===== src/rtl/rgmii_tx_framer.sv =====
// Gigabit Ethernet transmit framer (125 MHz byte clock).
// Wraps a payload byte stream into a full MAC frame: 7x preamble, SFD,
// payload, zero padding up to MIN_FRAME, CRC-32 FCS, then IFG idle bytes.
// tx_data / tx_ctl are registered and feed the RGMII DDR output mux.
// tx_ctl encoding: 00 idle, 11 frame byte, 01 error byte (TX_ER asserted).
module rgmii_tx_framer #(
    parameter int MIN_FRAME = 60,
    parameter int IFG       = 12
) (
    input  logic        clk,
    input  logic        reset,
    input  logic [7:0]  s_data,
    input  logic        s_valid,
    input  logic        s_last,
    output logic        s_ready,
    output logic [7:0]  tx_data,
    output logic [1:0]  tx_ctl,
    output logic        busy,
    output logic [15:0] frames_sent,
    output logic [15:0] underruns
);

    typedef enum logic [2:0] {
        IDLE,
        PREAMBLE,
        SFD,
        PAYLOAD,
        PAD,
        FCS,
        DISCARD,
        GAP
    } state_t;

    localparam logic [31:0] CRC_POLY    = 32'hEDB88320;
    localparam logic [31:0] CRC_INIT    = 32'hFFFFFFFF;
    localparam logic [16:0] MIN_FRAME_L = 17'(MIN_FRAME);
    localparam logic [7:0]  GAP_LAST    = 8'(IFG - 1);

    localparam logic [1:0]  CTL_IDLE = 2'b00;
    localparam logic [1:0]  CTL_DATA = 2'b11;
    localparam logic [1:0]  CTL_ERR  = 2'b01;

    state_t      state_reg, state_next;
    logic [15:0] byte_cnt_reg, byte_cnt_next;   // payload + pad bytes sent
    logic [7:0]  sub_cnt_reg, sub_cnt_next;     // preamble / FCS / gap index
    logic [31:0] crc_reg, crc_next;
    logic        aborted_reg, aborted_next;
    logic [7:0]  tx_data_reg, tx_data_next;
    logic [1:0]  tx_ctl_reg, tx_ctl_next;
    logic [15:0] frames_sent_reg, frames_sent_next;
    logic [15:0] underruns_reg, underruns_next;

    // Byte-wide CRC update, unrolled one bit per stage so the register
    // absorbs a full byte each clock. During PAD the fed byte is zero.
    logic [7:0]       crc_byte;
    logic [8:0][31:0] crc_stage;
    logic [31:0]      crc_upd;

    assign crc_byte     = (state_reg == PAD) ? 8'h00 : s_data;
    assign crc_stage[0] = crc_reg ^ {24'h000000, crc_byte};

    generate
        for (genvar gi = 0; gi < 8; gi++) begin : g_crc_bit
            assign crc_stage[gi + 1] = crc_stage[gi][0]
                                     ? ((crc_stage[gi] >> 1) ^ CRC_POLY)
                                     : (crc_stage[gi] >> 1);
        end
    endgenerate

    assign crc_upd = crc_stage[8];

    // Saturating increment and "one more byte" value for the length tests.
    logic [15:0] byte_cnt_inc;
    logic [16:0] byte_cnt_plus1;

    assign byte_cnt_inc   = (byte_cnt_reg == 16'hFFFF) ? byte_cnt_reg : byte_cnt_reg + 16'd1;
    assign byte_cnt_plus1 = {1'b0, byte_cnt_reg} + 17'd1;

    // Ready depends on the state register only, never on s_valid.
    assign s_ready     = (state_reg == PAYLOAD) || (state_reg == DISCARD);
    assign busy        = (state_reg != IDLE);
    assign tx_data     = tx_data_reg;
    assign tx_ctl      = tx_ctl_reg;
    assign frames_sent = frames_sent_reg;
    assign underruns   = underruns_reg;

    // State, datapath and output registers.
    always_ff @(posedge clk) begin
        if (reset) begin
            state_reg       <= IDLE;
            byte_cnt_reg    <= 16'd0;
            sub_cnt_reg     <= 8'd0;
            crc_reg         <= CRC_INIT;
            aborted_reg     <= 1'b0;
            tx_data_reg     <= 8'h00;
            tx_ctl_reg      <= CTL_IDLE;
            frames_sent_reg <= 16'd0;
            underruns_reg   <= 16'd0;
        end else begin
            state_reg       <= state_next;
            byte_cnt_reg    <= byte_cnt_next;
            sub_cnt_reg     <= sub_cnt_next;
            crc_reg         <= crc_next;
            aborted_reg     <= aborted_next;
            tx_data_reg     <= tx_data_next;
            tx_ctl_reg      <= tx_ctl_next;
            frames_sent_reg <= frames_sent_next;
            underruns_reg   <= underruns_next;
        end
    end

    // Next-state and next-output decode; the byte registered at each edge
    // is the one chosen by the state that was current before that edge.
    always_comb begin
        state_next       = state_reg;
        byte_cnt_next    = byte_cnt_reg;
        sub_cnt_next     = sub_cnt_reg;
        crc_next         = crc_reg;
        aborted_next     = aborted_reg;
        tx_data_next     = 8'h00;
        tx_ctl_next      = CTL_IDLE;
        frames_sent_next = frames_sent_reg;
        underruns_next   = underruns_reg;

        case (state_reg)
            IDLE: begin
                // The start edge already emits preamble byte 1; the
                // triggering payload byte stays on the bus.
                if (s_valid) begin
                    tx_data_next  = 8'h55;
                    tx_ctl_next   = CTL_DATA;
                    state_next    = PREAMBLE;
                    sub_cnt_next  = 8'd1;
                    byte_cnt_next = 16'd0;
                    crc_next      = CRC_INIT;
                    aborted_next  = 1'b0;
                end
            end

            PREAMBLE: begin
                tx_data_next = 8'h55;
                tx_ctl_next  = CTL_DATA;
                if (sub_cnt_reg == 8'd6) begin
                    state_next   = SFD;
                    sub_cnt_next = 8'd0;
                end else begin
                    sub_cnt_next = sub_cnt_reg + 8'd1;
                end
            end

            SFD: begin
                tx_data_next = 8'hD5;
                tx_ctl_next  = CTL_DATA;
                state_next   = PAYLOAD;
            end

            PAYLOAD: begin
                if (s_valid) begin
                    tx_data_next  = s_data;
                    tx_ctl_next   = CTL_DATA;
                    crc_next      = crc_upd;
                    byte_cnt_next = byte_cnt_inc;
                    if (s_last) begin
                        sub_cnt_next = 8'd0;
                        state_next   = (byte_cnt_plus1 < MIN_FRAME_L) ? PAD : FCS;
                    end
                end else begin
                    // Source ran dry mid-frame: poison the frame with one
                    // error byte and swallow the rest of it.
                    tx_data_next = 8'h00;
                    tx_ctl_next  = CTL_ERR;
                    aborted_next = 1'b1;
                    state_next   = DISCARD;
                end
            end

            PAD: begin
                tx_data_next  = 8'h00;
                tx_ctl_next   = CTL_DATA;
                crc_next      = crc_upd;
                byte_cnt_next = byte_cnt_inc;
                if (byte_cnt_plus1 >= MIN_FRAME_L) begin
                    sub_cnt_next = 8'd0;
                    state_next   = FCS;
                end
            end

            FCS: begin
                // Send the complemented CRC LSB first, shifting it down.
                tx_data_next = ~crc_reg[7:0];
                tx_ctl_next  = CTL_DATA;
                crc_next     = {8'hFF, crc_reg[31:8]};
                if (sub_cnt_reg == 8'd3) begin
                    sub_cnt_next = 8'd0;
                    state_next   = GAP;
                end else begin
                    sub_cnt_next = sub_cnt_reg + 8'd1;
                end
            end

            DISCARD: begin
                if (s_valid && s_last) begin
                    sub_cnt_next = 8'd0;
                    state_next   = GAP;
                end
            end

            GAP: begin
                if (sub_cnt_reg == GAP_LAST) begin
                    state_next = IDLE;
                    if (aborted_reg) begin
                        underruns_next = underruns_reg + 16'd1;
                    end else begin
                        frames_sent_next = frames_sent_reg + 16'd1;
                    end
                end else begin
                    sub_cnt_next = sub_cnt_reg + 8'd1;
                end
            end

            default: begin
                state_next = IDLE;
            end
        endcase
    end

endmodule


===== config.mk =====
export PLATFORM = sky130hd
export DESIGN_NAME = rgmii_tx_framer
export DESIGN_NICKNAME = d
export VERILOG_FILES = /design/src/rtl/rgmii_tx_framer.sv
export SDC_FILE = /design/constraint.sdc
export NUM_CORES = 1
export LEC_CHECK = 0
export ABC_AREA = 1
export CAP_MARGIN = 20
export CORE_ASPECT_RATIO = 2
export CORE_MARGIN = 1
export CORE_UTILIZATION = 35
export CTS_CLUSTER_DIAMETER = 100
export DETAILED_ROUTE_END_ITERATION = 10
export RECOVER_POWER = 100
export SETUP_SLACK_MARGIN = 0.1
export SYNTH_ARGS = -nofsm -noshare
export SYNTH_HDL_FRONTEND = slang
export SYNTH_SLANG_ARGS = --single-unit

===== constraint.sdc =====
create_clock -name clk -period 2.4 [get_ports clk]
set_input_delay 0.48 -clock clk [delete_from_list [all_inputs] [get_ports clk]]
set_output_delay 0.48 -clock clk [all_outputs]
set_load 0.02 [all_outputs]

==> results.toml <==
[drt]
drtPass1Iterations = 5
route.detailed.drc = 0
wl_mm = 20.4
drtIter0Drc = 269
wire_per_inst_um = 14.6
num_vias = 6970
ant_nets = 0
vias_per_cell = 5.00

[power_and_ir_drop]
power_leakage_nw = 3.60
total_power_mw = 8.64
vdd_drop_max_v = 0.000444
powerDensity_mw_per_mm2 = 1070

[finish]
postLayoutCellArea_mm2 = 0.00808
multi_input_area_mm2 = 0.00405
final_cell_mix = "nand2_1, inv_1, dfxtp_1"
drive_gt1_share_pct = 11.5
largest_reg_flops = 32
final_common_cell = "nand2_1"
finalNetCount = 1152
fillers = 2022
seq_area_mm2 = 0.00204
syn_to_final_growth_pct = 21.3
num_antenna_cells = 0

[yosys]
ys_ff_latch = 102
synth.distinct_cells = 44
synth_enable_flop_cells = 0
yosysWarnings = 0
synth_area_mm2 = 0.00667
ys.flop_type = "dfxtp_1"
async_flop_share_pct = 0
syn_nets = 1067
netlist_instances = 1050
syn_area_per_cell_um2 = 6.35
yosysSeqAreaShare_pct = 30.6

[place]
routabilityCongestion = 0.888
placed_area_mm2 = 0.00776
hpwlAfterDp_mm = 15.5
post-place-ws_ps = -6.41
port-buffer-count = 55

[critical_path]
crit_chain = "buf_4 > nand2_2 > nor2_2 > inv_2 > nand2_1 > dlygate4sd2_1"
r2r_setup_slack_ps = 220
r2r_end = "crc_reg[21]"
required_ps = 1920
arrival_ps = 1730
startpoint_type = "flip-flop"
cpPeakStageDelay_ps = 380
end_kind = "output port"
reg2reg_depth = 13
path_class = "reg -> out"
r2r_start = "state_reg[0]"
path_max_fanout = 6
crit_slowest_cell = "dfxtp_1"

[timing]
fmax_mhz = 453
fin_skew_ps = 10.7
setup_viol = 0
rsz0062_at_grt = "true"
period_share_pct = 92.0
worst_slew_pin_slew_ps = 721
hold_viol_final = 0
fin_tns_setup_ps = 0
worst_slack_ps = 192
slew_headroom_pct = 51.9
slew_viol_final = 0
min_period_ps = 2210

[floorplanning]
die_area_mm2 = 0.0196
io_pins = 56
die_x_um = 99.6
start_util_pct = 35.6
rows = 71
dieHeight_um = 197
core_region_area_mm2 = 0.0187

[clock_network]
worstSkewPairLatency_ps = 360
clk_path_buf_depth = 2
tritoncts = "done"
htree_levels = 3
root_buffer = "clkbuf_16"
numCtsBuffers = 9
cts_sinks = 102
path_clk_slew_ps = 70

[global_route]
grt_max_degree = 61
grt.total_usage_pct = 22.0
grt_pass1_vias = 6977
grt_pass1_wl_mm = 33.6
antenna_found_initial = 0
overflow = 0

[hold_path]
hold_path_end = "sub_cnt_reg[5]"
holdPathStages = 2
min-delay-start = "sub_cnt_reg[5]"
hold_class = "reg -> reg"

[run_status]
status = "complete, no violations"

[flow_run]
cap_viol_max_count = 0
power breakdown:
part	internal, mW	switching, mW	leakage [nW]	total, mW
Clock	0.944	0.702	0.148	1.65
Sequential	2.06	0.311	0.832	2.37
Combinational	1.65	2.98	2.62	4.63
Total	4.65	4.00	3.60	8.64
Yosys cell counts, types with 6 or more instances:
cell / count / area (um^2)
nand2_2: 25 / 156
nand2_4: 13 / 146
a21oi_1: 65 / 325
xnor2_1: 14 / 123
nand4_1: 11 / 68.8
o211ai_1: 6 / 45.0
nand2_1: 317 / 1190
nor2_2: 6 / 37.5
nor3_1: 23 / 115
dfxtp_1: 102 / 2040
inv_2: 13 / 48.8
o21ai_1: 6 / 30.0
nor2_1: 93 / 349
clkbuf_1: 18 / 67.6
nand3_1: 93 / 465
buf_2: 9 / 45.0
inv_1: 99 / 372
xor2_1: 23 / 201
o21ai_0: 57 / 285
timing repair:
| item | in CTS | in global routing |
|---|---|---|
| gates cloned | 0 | 0 |
| hold buffers | 0 | 0 |
| setup buffers | 0 | 0 |
| pin swaps | 0 | 2 |
| resized for setup | 2 | 14 |
| setup endpoints to repair | 2 | 29 |
worst max path at each step:
stage	from	to	slack [ps]
floorplan	byte_cnt_reg[0]	state_reg[1]	570
global placement	s_data[2]	crc_reg[4]	30
detailed placement	s_data[1]	crc_reg[20]	-6
CTS	state_reg[0]	crc_reg[19]	150
global route	state_reg[0]	crc_reg[21]	40
finish	state_reg[1]	s_ready	190
stage by stage:
step | hold slack, ps | cells | utilization, %
final | 488 | 1395 | 43.1
after global routing | 511 | 1395 | 43.1
after CTS | 487 | 1395 | 43.1
after detailed placement | 470 | 1379 | 41.4
after global placement | 459 | 1379 | 41.4
after floorplan | 440 | 1050 | -
worst max-delay path, delay by kind of cell, from the launching register on:
family | cells | cell delay (ps)
buf+inv | 3 | 600
flops | 1 | 380
simple gates | 3 | 390
cell families (layout without fill, tap and decap cells):
family                   after synthesis  in the layout  share of synthesized area [%]
AO/OA/AOI/OAI                        151            151                           12.4
XOR/XNOR                              42             42                           6.25
adder cells (fa/ha/maj)                5              5                          0.939
buffers and inverters                143            233                           8.88
flip-flops                           102            102                           30.6
AND/OR/NAND/NOR                      607            607                           40.9
per-layer routing:
layer	up-vias	global-route usage (%)	routed length (um)
met4	0	14.9	1110
met1	3214	20.7	7250
met3	56	2.62	606
met2	144	43.2	11400
met5	-	0	0
li1	3556	-	-
cell type report:
| class | count | area share (%) |
|---|---|---|
| Multi-Input combinational cell | 805 | 50.2 |
| Sequential cell | 102 | 25.3 |
| Timing Repair Buffer | 105 | 11.4 |
| Inverter | 112 | 5.20 |
| Tap cell | 255 | 3.95 |
| Clock buffer | 11 | 3.00 |
| Clock inverter | 5 | 1.02 |
Note: power is estimated with default switching activity, not from simulation.
